==> config.mk <==
export PLATFORM = sky130hd
export DESIGN_NAME = mem_arbiter_flat
export DESIGN_NICKNAME = d
export VERILOG_FILES = /design/src/rtl/mem_arbiter_if.sv /design/src/rtl/mem_arbiter.sv /design/src/flat_wrapper.sv
export SDC_FILE = /design/constraint.sdc
export NUM_CORES = 1
export LEC_CHECK = 0
export BUFFER_PORTS_ARGS = -buffer_cell sky130_fd_sc_hd__buf_2
export CAP_MARGIN = 0
export CORE_AREA = 2 2 133 135
export CTS_BUF_LIST = sky130_fd_sc_hd__clkbuf_8 sky130_fd_sc_hd__clkbuf_16
export DETAILED_ROUTE_END_ITERATION = 10
export DIE_AREA = 0 0 135 137
export GPL_TIMING_DRIVEN = 0
export HOLD_SLACK_MARGIN = 0.08
export SYNTH_ARGS = -nofsm -noshare
export SYNTH_HDL_FRONTEND = slang
export SYNTH_SLANG_ARGS = --single-unit
==> constraint.sdc <==
create_clock -name clk -period 2.83 [get_ports clk]
set_input_delay 0.1415 -clock clk [delete_from_list [all_inputs] [get_ports clk]]
set_output_delay 0.1415 -clock clk [all_outputs]
set_load 0.01 [all_outputs]
==> src/rtl/mem_arbiter_if.sv <==
// mem_arbiter_if: master-side request/response bundle plus the shared downstream memory port
interface mem_arbiter_if #(
  parameter int M_WIDTH     = 32,
  parameter int NUM_MASTERS = 3
);
  logic [NUM_MASTERS-1:0]         m_req;
  logic [NUM_MASTERS-1:0]         m_we;
  logic [NUM_MASTERS*M_WIDTH-1:0] m_addr;
  logic [NUM_MASTERS*2-1:0]       m_width;
  logic [NUM_MASTERS*M_WIDTH-1:0] m_wdata;
  logic [NUM_MASTERS-1:0]         m_ready;
  logic                           m_err;
  logic [M_WIDTH-1:0]             m_rdata;
  logic [NUM_MASTERS-1:0]         grant;
  logic                           mem_req;
  logic                           mem_we;
  logic [M_WIDTH-1:0]             mem_addr;
  logic [1:0]                     mem_width;
  logic [M_WIDTH-1:0]             mem_wdata;
  logic [M_WIDTH-1:0]             mem_rdata;
  logic                           mem_ready;
  modport slave (
    input  m_req, m_we, m_addr, m_width, m_wdata, mem_rdata, mem_ready,
    output m_ready, m_err, m_rdata, grant, mem_req, mem_we, mem_addr, mem_width, mem_wdata
  );
  modport master (
    output m_req, m_we, m_addr, m_width, m_wdata, mem_rdata, mem_ready,
    input  m_ready, m_err, m_rdata, grant, mem_req, mem_we, mem_addr, mem_width, mem_wdata
  );
endinterface

==> src/rtl/mem_arbiter.sv <==
// mem_arbiter: round-robin sharing of one memory port with a per-transaction watchdog
module mem_arbiter #(
  parameter int M_WIDTH        = 32,
  parameter int NUM_MASTERS    = 3,
  parameter int TIMEOUT_CYCLES = 255
) (
  input  logic          clk,
  input  logic          rst,
  mem_arbiter_if.slave  bus
);
  localparam int PW = NUM_MASTERS > 1 ? $clog2(NUM_MASTERS) : 1;
  localparam int WW = TIMEOUT_CYCLES > 1 ? $clog2(TIMEOUT_CYCLES) : 1;
  localparam logic [WW-1:0] WD_LAST = WW'(TIMEOUT_CYCLES - 1);
  localparam logic [PW-1:0] PTR_RST = PW'(NUM_MASTERS - 1);
  typedef enum logic [1:0] {IDLE, BUSY, RESP} state_t;
  state_t                 state_q, state_d;
  logic [NUM_MASTERS-1:0] grant_q, grant_d, ready_q, ready_d;
  logic [PW-1:0]          last_q, last_d, win;
  logic [WW-1:0]          wd_q, wd_d;
  logic                   err_q, err_d, found;
  logic [M_WIDTH-1:0]     rdata_q, rdata_d;
  int                     idx;
  // first requester scanning upward from the master after the last one served
  always_comb begin
    win = last_q;
    found = 1'b0;
    idx = 0;
    for (int k = 1; k <= NUM_MASTERS; k++) begin
      idx = (int'(last_q) + k) % NUM_MASTERS;
      if (!found && bus.m_req[idx]) begin
        found = 1'b1;
        win = PW'(idx);
      end
    end
  end
  // next state: arbitrate in IDLE, wait for memory or watchdog in BUSY, pulse ready in RESP
  always_comb begin
    state_d = state_q;
    grant_d = grant_q;
    last_d = last_q;
    wd_d = wd_q;
    ready_d = '0;
    err_d = err_q;
    rdata_d = rdata_q;
    case (state_q)
      IDLE: if (found) begin
        state_d = BUSY;
        grant_d = '0;
        grant_d[win] = 1'b1;
        last_d = win;
        wd_d = '0;
      end
      BUSY: if (bus.mem_ready) begin
        state_d = RESP;
        ready_d = grant_q;
        err_d = 1'b0;
        rdata_d = bus.mem_rdata;
      end else if (TIMEOUT_CYCLES != 0 && wd_q == WD_LAST) begin
        state_d = RESP;
        ready_d = grant_q;
        err_d = 1'b1;
        rdata_d = '0;
      end else begin
        wd_d = wd_q + WW'(1);
      end
      default: begin
        state_d = IDLE;
        grant_d = '0;
      end
    endcase
  end
  // state and response registers
  always_ff @(posedge clk) begin
    if (rst) begin
      state_q <= IDLE;
      grant_q <= '0;
      last_q <= PTR_RST;
      wd_q <= '0;
      ready_q <= '0;
      err_q <= 1'b0;
      rdata_q <= '0;
    end else begin
      state_q <= state_d;
      grant_q <= grant_d;
      last_q <= last_d;
      wd_q <= wd_d;
      ready_q <= ready_d;
      err_q <= err_d;
      rdata_q <= rdata_d;
    end
  end
  assign bus.m_ready   = ready_q;
  assign bus.m_err     = err_q;
  assign bus.m_rdata   = rdata_q;
  assign bus.grant     = grant_q;
  assign bus.mem_req   = state_q == BUSY;
  assign bus.mem_we    = |grant_q && bus.m_we[last_q];
  assign bus.mem_addr  = |grant_q ? bus.m_addr[int'(last_q)*M_WIDTH +: M_WIDTH] : '0;
  assign bus.mem_width = |grant_q ? bus.m_width[int'(last_q)*2 +: 2] : 2'b00;
  assign bus.mem_wdata = |grant_q ? bus.m_wdata[int'(last_q)*M_WIDTH +: M_WIDTH] : '0;
endmodule
==> src/flat_wrapper.sv <==
// flat-port wrapper written by rule: the top's interface ports become plain ports
module mem_arbiter_flat 
#(
  parameter int M_WIDTH        = 32,
  parameter int NUM_MASTERS    = 3,
  parameter int TIMEOUT_CYCLES = 255
)
  (clk, rst, bus_m_req, bus_m_we, bus_m_addr, bus_m_width, bus_m_wdata, bus_mem_rdata, bus_mem_ready, bus_m_ready, bus_m_err, bus_m_rdata, bus_grant, bus_mem_req, bus_mem_we, bus_mem_addr, bus_mem_width, bus_mem_wdata);
  mem_arbiter_if #(.M_WIDTH(M_WIDTH), .NUM_MASTERS(NUM_MASTERS)) bus_i ();
  input  logic clk;
  input  logic rst;
  input wire logic [$bits(bus_i.m_req)-1:0] bus_m_req;
  input wire logic [$bits(bus_i.m_we)-1:0] bus_m_we;
  input wire logic [$bits(bus_i.m_addr)-1:0] bus_m_addr;
  input wire logic [$bits(bus_i.m_width)-1:0] bus_m_width;
  input wire logic [$bits(bus_i.m_wdata)-1:0] bus_m_wdata;
  input wire logic [$bits(bus_i.mem_rdata)-1:0] bus_mem_rdata;
  input wire logic [$bits(bus_i.mem_ready)-1:0] bus_mem_ready;
  output wire logic [$bits(bus_i.m_ready)-1:0] bus_m_ready;
  output wire logic [$bits(bus_i.m_err)-1:0] bus_m_err;
  output wire logic [$bits(bus_i.m_rdata)-1:0] bus_m_rdata;
  output wire logic [$bits(bus_i.grant)-1:0] bus_grant;
  output wire logic [$bits(bus_i.mem_req)-1:0] bus_mem_req;
  output wire logic [$bits(bus_i.mem_we)-1:0] bus_mem_we;
  output wire logic [$bits(bus_i.mem_addr)-1:0] bus_mem_addr;
  output wire logic [$bits(bus_i.mem_width)-1:0] bus_mem_width;
  output wire logic [$bits(bus_i.mem_wdata)-1:0] bus_mem_wdata;
  assign bus_i.m_req = bus_m_req;
  assign bus_i.m_we = bus_m_we;
  assign bus_i.m_addr = bus_m_addr;
  assign bus_i.m_width = bus_m_width;
  assign bus_i.m_wdata = bus_m_wdata;
  assign bus_i.mem_rdata = bus_mem_rdata;
  assign bus_i.mem_ready = bus_mem_ready;
  assign bus_m_ready = bus_i.m_ready;
  assign bus_m_err = bus_i.m_err;
  assign bus_m_rdata = bus_i.m_rdata;
  assign bus_grant = bus_i.grant;
  assign bus_mem_req = bus_i.mem_req;
  assign bus_mem_we = bus_i.mem_we;
  assign bus_mem_addr = bus_i.mem_addr;
  assign bus_mem_width = bus_i.mem_width;
  assign bus_mem_wdata = bus_i.mem_wdata;
  mem_arbiter #(.M_WIDTH(M_WIDTH), .NUM_MASTERS(NUM_MASTERS), .TIMEOUT_CYCLES(TIMEOUT_CYCLES)) u_core (.clk(clk), .rst(rst), .bus(bus_i));
endmodule
After elaboration in Yosys (flattened, before gate mapping)
Cells that the tools add are included.
- equality and inequality tests: 6
- div/mod/pow operators: 3
- shifts and indexed selects: 3
- magnitude comparators: 6
- $add $sub $neg: 4
- reduce and logical (&&, ||, !) cells: 16
- bitwise operators: 1
- muxes and demuxes: 38
- operators by type and width (kind ; number):
    $shiftx A96 B8 Y32 ; 2
    $mux W32 ; 4
    $lt A32 B4 Y1 const B ; 3
    $mod A32 B3 Y32 const B ; 3
    $mux W8 ; 3
    $pmux W8 S2 ; 1
    $mux W2 ; 7
    $mux W1 ; 13
    $mux W3 ; 3
    $add A8 B1 Y8 const B ; 1
    $bmux W1 S2 ; 4
    $eq A8 B8 Y1 const B ; 1
    $reduce_and A2 Y1 ; 4
    $add A2 B2 Y3 const B ; 2
    $lt A2 B3 Y1 const B ; 2
    $pmux W3 S2 ; 1
    $shiftx A6 B4 Y2 ; 1
    $logic_and A1 B1 Y1 ; 4
    $ne A2 B2 Y1 const B ; 2
    $pmux W2 S2 ; 1
    $reduce_and A4 Y1 ; 1
    $reduce_bool A2 Y1 ; 2
    $add A2 B1 Y3 const B ; 1
    $ne A3 B2 Y1 const B ; 1
    9 further kinds ; 10
- register bits: 51
- output and inout port bits: 107
- logic and storage cells: 84
- input bits: 239

Longest topological paths before layout
Gate-level depths: netlist of the first run.
- depth after elaboration: 18
- depth in mapped cells: 9
- gate-level depth less buffers: 7

Worst setup path before layout of the first run
OpenSTA, ideal clock, no wires.
- path type: register to register
- start: reg u_core.last_q[0]
- end: reg u_core.last_q[0]
- path buffers: 2
- data arrival time: 2.032 ns
- library setup time: 0.070 ns
- setup slack: 0.727 ns
- stages on the path, launching flop included: 9
- clock period less this slack: 2.103 ns
- required time: 2.760 ns
- cells stage by stage: dfxtp_1 > clkbuf_1 > inv_1 > ha_1 > buf_6 > mux2_4 > a311o_4 > nand4bb_1 > a21oi_1
- cells in the longest elaborated chain, start to end: 13
- elaborated cells between the ends (all ways): 26
- classes of those cells: add/sub: 3; div: 3; mux: 15; reduce/logical: 5
- RTL lines (what ; line ; text):
    start, declared ; mem_arbiter.sv:18 ; logic [PW-1:0] last_q, last_d, win;
    start signal, assigned ; mem_arbiter.sv:85 ; last_q <= last_d;
    $add A2 B1 Y3 ; mem_arbiter.sv:29 ; idx = (int'(last_q) + k) % NUM_MASTERS;
    $mod A32 B3 Y32 ; mem_arbiter.sv:29 ;
    $bmux W1 S2 ; mem_arbiter.sv:30 ; if (!found && bus.m_req[idx]) begin
    $mux W1 (not written as such) (2 in series) ; mem_arbiter.sv:30 ;
    $mux W1 ; mem_arbiter.sv:30 ;
    $logic_not A1 Y1 ; mem_arbiter.sv:30 ;
    $logic_and A1 B1 Y1 ; mem_arbiter.sv:30 ;
    $mux W1 ; mem_arbiter.sv:30 ;
    $logic_not A1 Y1 ; mem_arbiter.sv:30 ;
    $logic_and A1 B1 Y1 ; mem_arbiter.sv:30 ;
    $mux W1 ; mem_arbiter.sv:30 ;
    $reduce_and A2 Y1 (no line) ; n/a ;
Several ways; a longest one is shown, not always the timed one. The select of a mux whose other input is x is not followed.
A chain may end at the register's enable or synchronous reset.

Worst setup path after layout of the first run
- start: reg u_core.last_q[1]
- end: out bus_mem_addr[27]
- cells in the longest elaborated chain, start to end: 2
- RTL lines (what ; line ; text):
    $shiftx A96 B8 Y32 ; mem_arbiter.sv:98 ; assign bus.mem_addr = |grant_q ? bus.m_addr[int'(last_q)*M_WIDTH +: M_WIDTH] : '0;
    $mux W32 ; mem_arbiter.sv:98 ;
    end, declared ; flat_wrapper.sv:25 ; output wire logic [$bits(bus_i.mem_addr)-1:0] bus_mem_addr;
No other way between the ends.

==> results of run 1 <==
## layer usage
layer	share of wire (%)	wire length [um]	global-route usage, %
met1	41	7070	20.6
met4	1.4	247	3.36
met5	0.076	13	0
met2	48	8240	27.5
met3	9.2	1580	4.30
## flip-flops by register name, indices dropped and copies added, names as in the netlist
register / count
u_core.last_q: 2
u_core.wd_q: 8
u_core.bus.grant: 3
u_core.bus.m_ready: 3
u_core.state_q: 2
u_core.bus.m_err: 1
u_core.bus.m_rdata: 32
## critical path, cell delays in order (launching register included)
cell and delay, ns:
dfxtp_1 0.36, clkbuf_2 0.24, clkbuf_1 0.35, clkbuf_1 0.60, nor2_1 0.10, a21oi_1 0.14
nor2_1 0.09, buf_2 0.19
## Yosys cell counts
cell and n:
a31oi_1 2, a311o_4 1, o21a_1 1, nand4bb_1 1
o211ai_1 2, o22ai_1 1, o21ai_0 3, nand4_1 5
nor3_1 2, nand4b_1 1, a31o_2 2, nor2b_1 1
inv_1 7, nand2_1 9, and3_1 2, a311oi_2 1
buf_1 2, ha_1 6, and2_1 6, nand3b_1 2
nor3b_1 1, nor2_1 177, dfxtp_1 51, nand3_1 4
or2_2 2, buf_2 8, and4_1 1, a22oi_1 32
or3_1 1, a41o_1 1, mux2i_1 71, mux2_4 1
nand2b_1 2, buf_6 1, a32oi_1 1, o22a_1 1
clkbuf_1 31, a21oi_1 74, nor4_1 1, xor2_1 6
a211oi_1 1
## area by class of cell
class	count	area, um2	area share, %
timing repair buffer	345	1730	29.2
clock inverter	2	12.5	0.212
clock buffer	6	139	2.35
tap	225	282	4.76
multi-input combinational	425	2520	42.7
sequential	51	1020	17.3
buffer	42	181	3.07
inverter	7	26.3	0.445
## cell families (layout without fill, tap and decap cells)
family / Yosys count / count (layout) / synth area share [%]
AND/OR/NAND/NOR: 218 / 218 / 24.2
AO/OA/AOI/OAI: 123 / 123 / 20.2
multiplexers: 72 / 72 / 19.4
flip-flops: 51 / 51 / 27.3
buffers and inverters: 49 / 402 / 5.39
adder cells (fa/ha/maj): 6 / 6 / 2.01
XOR/XNOR: 6 / 6 / 1.41
## metrics by stage
step	power, mW	worst slack [ns]	hold slack [ns]
floorplan	3.39	0.727	0.236
global placement	4.82	-0.0500	0.375
detailed placement	4.84	-0.0444	0.385
CTS	5.49	0.00867	0.0855
global route	5.89	0.108	0.0892
finish	5.43	0.333	0.0912
## timing repair
item                       in CTS  in global routing
setup endpoints to repair      30                 15
hold endpoints to repair        0                  0
gates resized for setup         4                  5
## power breakdown
| part | switching (mW) | leakage [nW] | total (mW) | internal, mW |
|---|---|---|---|---|
| clock network | 0.263 | 0.0783 | 0.614 | 0.351 |
| logic | 2.41 | 2.48 | 3.92 | 1.51 |
| registers | 0.0791 | 0.415 | 0.899 | 0.819 |
## worst paths after layout
| path | start | end |
|---|---|---|
| worst max-delay path | u_core.last_q[1] | bus_mem_addr[27] |
| worst min-delay path | bus_mem_rdata[27] | u_core.bus.m_rdata[27] |
| worst max register to register | u_core.last_q[0] | u_core.wd_q[6] |
| worst min register to register | u_core.bus.m_rdata[19] | u_core.bus.m_rdata[19] |
==> flow_metrics.tcl, run 1 <==
set metrics [dict create \
    layout_commonest_cell "buf_2" \
    cap_violations 0 \
    die_h_um 137 \
    layout-drive-gt1-share_pct 42.7 \
    gp_congestion 0.817 \
    fin_tns_setup_ns 0 \
    tightest_slew_ns 0.720 \
    syn-cell-area_um2 3730 \
    htree_levels 2 \
    final_cell_mix "buf_2 (354), nor2_1 (176), a21oi_1 (74)" \
    ant_nets 0 \
    fmax_ghz 0.400 \
    yosysTopAreaCell "dfxtp_1" \
    syn_area_per_cell_um2 7.11 \
    ys_warn_count 0 \
    cp.required_ns 2.69 \
    insertion_delay_ns 0.28 \
    fin_util_pct 34.6 \
    ioPinCount 346 \
    worst_clock_skew_ns 0.00303 \
    stdcell_count 1103 \
    synth_top_area_share_pct 27.3 \
    grt_max_degree 16 \
    drt-pass1-iter-count 5 \
    grt_pass1_vias 4345 \
    clkTransAtPathRegs_ns 0.07 \
    worst-setup-path-type "flip-flop to output pin" \
    cts_setup_buffers 0 \
    first_iter_violations 210 \
    reg2regPathDepth 9 \
    num-fill-cells 1861 \
    p_leak_nw 2.97 \
    wirelength_um 17100 \
    placedCellCount 1095 \
    rsz0062_at_grt "no" \
    vias 4990 \
    cts.sinks 51 \
    cts_tree "built" \
    overflow 0 \
    hold_buffers 0 \
    dpl-instance-area_um2 5740 \
    slew_headroom_pct 52.0 \
    syn2layout_area_growth_pct 58.2 \
    diodes 0 \
    viasPerCell 4.52 \
    status "complete, no violations" \
    ir_worst_vdd_mv 0.357 \
    path_max_fanout 10 \
    hp-class "input port to flip-flop" \
    cts_buffers 5 \
    cts_root_buf "clkbuf_16" \
    final_nets 1122 \
    grtUsageTotal_pct 16.2 \
    synthTopCellsByArea "dfxtp_1 (27%), mux2i_1 (19%), nor2_1 (18%)" \
    drc 0 \
    core_um2 17100 \
    dp_hpwl_um 14100 \
    yosysSeqAreaShare_pct 27.3 \
    fin_crit_sh_pct 88.2 \
    period_minus_slack_ns 2.50 \
    crit_path_end_kind "output pin" \
    clk_path_buf_depth 2 \
    synthesis.nets 770 \
    grt_pass1_wl_um 23300 \
    setup-violations-final 0 \
    regToRegSetupSlack_ns 0.50 \
    cp_data_arrival_time_ns 2.36 \
    synth-seq-cells 51 \
    hold_viol 0 \
    antenna_found_initial 1 \
    hold_depth 3 \
    die_w_um 135 \
    p_per_area_nw_per_um2 920 \
    port_buffers 345 \
    num_rows 48 \
    dieArea_um2 18500 \
    start_util_pct 21.9 \
    final-max-slew-violation-count 0 \
    syn_inst 525 \
    synth_cell_types 41 \
    startpoint_type "flip-flop" \
    post-route-cell-area_um2 5910 \
    wl_per_cell_um 15.5 \
]
Power figures use the tool's default switching activity.
==> run 2, diff against run 1 <==
- RECOVER_POWER: default -> 25
==> flow_metrics.tcl, run 2 (same netlist as run 1, synthesis figures left out) <==
set metrics [dict create \
    p_per_area_nw_per_um2 924 \
    cts_buffers 5 \
    dieArea_um2 18500 \
    first_iter_violations 222 \
    startpoint_type "flip-flop" \
    critPathSlowestCell "clkbuf_1" \
    diodes 0 \
    dp_hpwl_um 14100 \
    fin_tns_setup_ns 0 \
    power_mw 5.41 \
    path_cells "clkbuf_2, clkbuf_1, clkbuf_1, nor2_1, a21oi_1, nor2_1, buf_2" \
    grt_pass1_wl_um 23300 \
    antenna_found_initial 1 \
    ir_worst_vdd_mv 0.357 \
    worst_clock_skew_ns 0.00264 \
    die_w_um 135 \
    regArea_um2 1020 \
    htree_levels 2 \
    timing.hold.ws_ns 0.0899 \
    cts_root_buf "clkbuf_16" \
    num_rows 48 \
    grt_pass1_vias 4345 \
    multi_input_area_um2 2520 \
    clkTransAtPathRegs_ns 0.07 \
    largest_reg_flops 32 \
    final_nets 1122 \
    viasPerCell 4.55 \
    fin_util_pct 34.4 \
    fmax_ghz 0.400 \
    crit_path_end_kind "output pin" \
    hp-class "input port to flip-flop" \
    wirelength_um 17100 \
    hold_viol 0 \
    ant_nets 0 \
    worst-setup-path-type "flip-flop to output pin" \
    vias 5014 \
    setup-violations-final 0 \
    layout-drive-gt1-share_pct 38.3 \
    port_buffers 345 \
    tightest_slew_ns 0.720 \
    overflow 0 \
    final-max-slew-violation-count 0 \
    layout_commonest_cell "buf_2" \
    grtUsageTotal_pct 16.2 \
    place_ws_ns -0.0444 \
    grt_max_degree 16 \
    start_util_pct 21.9 \
    final_cell_mix "buf_2 (315), nor2_1 (176), a21oi_1 (74)" \
    cp_slowest_stage_delay_ns 0.60 \
    cp_data_arrival_time_ns 2.36 \
    num-fill-cells 1886 \
    rsz0062_at_grt "no" \
    period_minus_slack_ns 2.50 \
    fin_crit_sh_pct 88.3 \
    layout_setup_ws_ns 0.330 \
    insertion_delay_ns 0.28 \
    drt-pass1-iter-count 5 \
    syn2layout_area_growth_pct 56.9 \
    path_max_fanout 10 \
    cp.required_ns 2.69 \
    hold_buffers 0 \
    status "complete, no violations" \
    p_leak_nw 2.80 \
    clk_path_buf_depth 2 \
    cts.sinks 51 \
    ioPinCount 346 \
    core_um2 17100 \
    wl_per_cell_um 15.5 \
    cts_tree "built" \
    die_h_um 137 \
    drc 0 \
    cap_violations 0 \
    gp_congestion 0.817 \
    slew_headroom_pct 52.0 \
]
==> run 2: cell count changes in the layout (fill, tap and decap cells not counted) <==
cell and change:
clkbuf_1 +39, buf_2 -39
==> run 2: power breakdown <==
group / leakage (nW) / internal, mW / total [mW] / switching, mW
logic: 2.31 / 1.49 / 3.90 / 2.41
clock network: 0.0783 / 0.351 / 0.614 / 0.263
registers: 0.415 / 0.819 / 0.900 / 0.0805
==> run 2: through the flow <==
step,cell area (um2),std cells
finish,5860,1103
global route,5860,1103
CTS,5900,1103
detailed placement,5740,1095
global placement,5740,1095
floorplan,3730,525
==> run 2: critical path, delay by kind of cell (launching register included) <==
kind	cells	cell delay, ns
AO/OA/AOI/OAI	1	0.14
AND/OR/NAND/NOR	2	0.19
flip-flops	1	0.36
buffers and inverters	4	1.38
==> run 2: final cells by class <==
cell class,count,share of cell area [%]
multi-input cells,425,43.0
repair buffers,345,28.6
flip-flops and latches,51,17.4
well taps,225,4.80
plain buffers,42,3.10
clock buffers,6,2.37
inverters,7,0.448
clock inverters,2,0.214
==> run 2: final timing paths <==
kind	startpoint	endpoint	slack [ns]	depth (start not counted)
max	u_core.last_q[1]	bus_mem_addr[27]	0.33	7
min	bus_mem_rdata[12]	u_core.bus.m_rdata[12]	0.09	3
max reg2reg	u_core.last_q[0]	u_core.wd_q[6]	0.49	9
min reg2reg	u_core.bus.m_rdata[19]	u_core.bus.m_rdata[19]	0.51	2
==> run 2: metal layers <==
layer / vias up / global-route usage (%) / share of wire (%)
met5: - / 0 / 0.076
met4: 2 / 3.36 / 1.5
met3: 25 / 4.30 / 9.3
met2: 254 / 27.5 / 48
met1: 2213 / 20.6 / 41
li1: 2520 / - / -
==> run 2: repair_timing <==
item	4_1_cts	5_1_grt
setup endpoints to repair	30	15
gates resized for setup	4	5
cloned	0	0
setup buffers	0	0
==> run 3, diff against run 2 <==
- CORE_AREA: 2 2 133 135 -> 2 2 135 137
- DIE_AREA: 0 0 135 137 -> 0 0 137 139
==> flow_metrics.tcl, run 3 (same netlist as run 1, synthesis figures left out) <==
set metrics [dict create \
    status "complete, no violations" \
    grt_max_degree 17 \
    hold_depth 3 \
    dp_hpwl_um 14600 \
    path_max_fanout 10 \
    worst-setup-path-type "flip-flop to output pin" \
    die_h_um 139 \
    r2r_start "u_core.last_q[0]" \
    largest_reg_flops 32 \
    cts_root_buf "clkbuf_16" \
    die_w_um 137 \
    start_util_pct 21.2 \
    cp.required_ns 2.69 \
    cp_slowest_stage_delay_ns 0.51 \
    overflow 0 \
    cp_data_arrival_time_ns 2.31 \
    final_cell_mix "buf_2 (315), nor2_1 (176), a21oi_1 (74)" \
    multi_input_area_um2 2520 \
    diodes 0 \
    insertion_delay_ns 0.29 \
    post-route-cell-area_um2 5940 \
    hold_end "u_core.bus.m_rdata[24]" \
    tightest_slew_ns 0.585 \
    drt-pass1-iter-count 5 \
    gp_congestion 0.882 \
    slew_headroom_pct 61.0 \
    place_ws_ns 0.0386 \
    ant_nets 0 \
    startpoint_type "flip-flop" \
    fmax_ghz 0.408 \
    regArea_um2 1020 \
    path_cells "nor3_2, clkbuf_1, clkbuf_1, nor2_1, buf_2" \
    cts_buffers 5 \
    hp-class "input port to flip-flop" \
    holdCritStartpoint "bus_mem_rdata[24]" \
    drc 0 \
    grt_pass1_vias 4871 \
    setup-violations-final 0 \
    fin_crit_sh_pct 86.7 \
    period_minus_slack_ns 2.45 \
    num_rows 49 \
    timing.hold.ws_ns 0.0848 \
    worst_clock_skew_ns 0.00693 \
    fin_tns_setup_ns 0 \
    crit_path_end_kind "output pin" \
    htree_levels 2 \
    ir_worst_vdd_mv 0.493 \
    rsz0062_at_grt "no" \
    ioPinCount 346 \
    final-max-slew-violation-count 0 \
    crit_buf_inv 3 \
    dieArea_um2 19000 \
    layout_commonest_cell "buf_2" \
    crit_family "buffers and inverters" \
    crit_top_cell "clkbuf_1" \
    hold_viol 0 \
    clkTransAtPathRegs_ns 0.07 \
    wirelength_um 17600 \
    cap_violations 0 \
    power_mw 5.47 \
    viasPerCell 4.55 \
    antenna_found_initial 0 \
    rr_endpoint "u_core.wd_q[7]" \
    layout-drive-gt1-share_pct 38.2 \
    reg2regPathDepth 9 \
    num-fill-cells 1972 \
    critPathSlowestCell "clkbuf_1" \
    regToRegSetupSlack_ns 0.51 \
    wl_per_cell_um 15.8 \
    p_per_area_nw_per_um2 921 \
    grtUsageTotal_pct 17.2 \
    layout_setup_ws_ns 0.376 \
    syn2layout_area_growth_pct 59.0 \
    cts_tree "built" \
    dpl-instance-area_um2 5750 \
    port_buffers 345 \
    first_iter_violations 139 \
    vias 5070 \
    core_um2 17700 \
    p_leak_nw 2.83 \
    cts.sinks 51 \
    final_nets 1129 \
    grt_pass1_wl_um 25700 \
    clk_path_buf_depth 2 \
]
[run 3: report_power, final]
part	internal, mW	total, mW	switching, mW
sequential	0.819	0.899	0.0794
combinational	1.50	3.94	2.44
clock	0.354	0.629	0.275
total	2.67	5.47	2.80
[run 3: worst max-delay path by stage]
stage                                    from                to  depth (start not counted)
final                     u_core.bus.grant[0]  bus_mem_addr[26]                          5
after global routing         u_core.last_q[0]  bus_mem_addr[13]                          8
after CTS                    u_core.last_q[1]   bus_mem_addr[7]                          8
after detailed placement     u_core.last_q[1]  bus_mem_addr[26]                          8
after global placement       u_core.last_q[1]  bus_mem_addr[26]                          8
after floorplan              u_core.last_q[0]  u_core.last_q[0]                          8
[run 3: tightest hold or removal path, cell delays in order]
cell,delay [ns]
buf_2,0.08
a22oi_1,0.05
nor2_1,0.08
[run 3: final cells by class]
cell class / instances / share of cell area (%)
Inverter: 7 / 0.442
Tap cell: 229 / 4.82
Clock buffer: 6 / 2.34
Sequential cell: 51 / 17.2
Clock inverter: 2 / 0.274
Multi-Input combinational cell: 425 / 42.4
Buffer: 42 / 3.08
Timing Repair Buffer: 352 / 29.4
[run 3: metal layers]
layer  part of all wire (%)  GRT usage [%]
met4                   0.88           2.98
met2                     47           29.6
met1                     43           21.7
met3                    9.0           4.42
met5                      0              0
[run 3: per-stage QoR]
stage          cells  utilization (%)
3_3_place_gp    1099             32.6
6_report        1114             33.6
2_1_floorplan    525                -
3_5_place_dp    1099             32.6
4_1_cts         1114             33.9
5_1_grt         1114             33.6
[run 3: timing repair]
item	CTS	global route
gates resized for setup	4	7
hold buffers	7	0
endpoints found under the hold margin	7	0
endpoints found under the setup margin	30	22
setup buffers	0	0
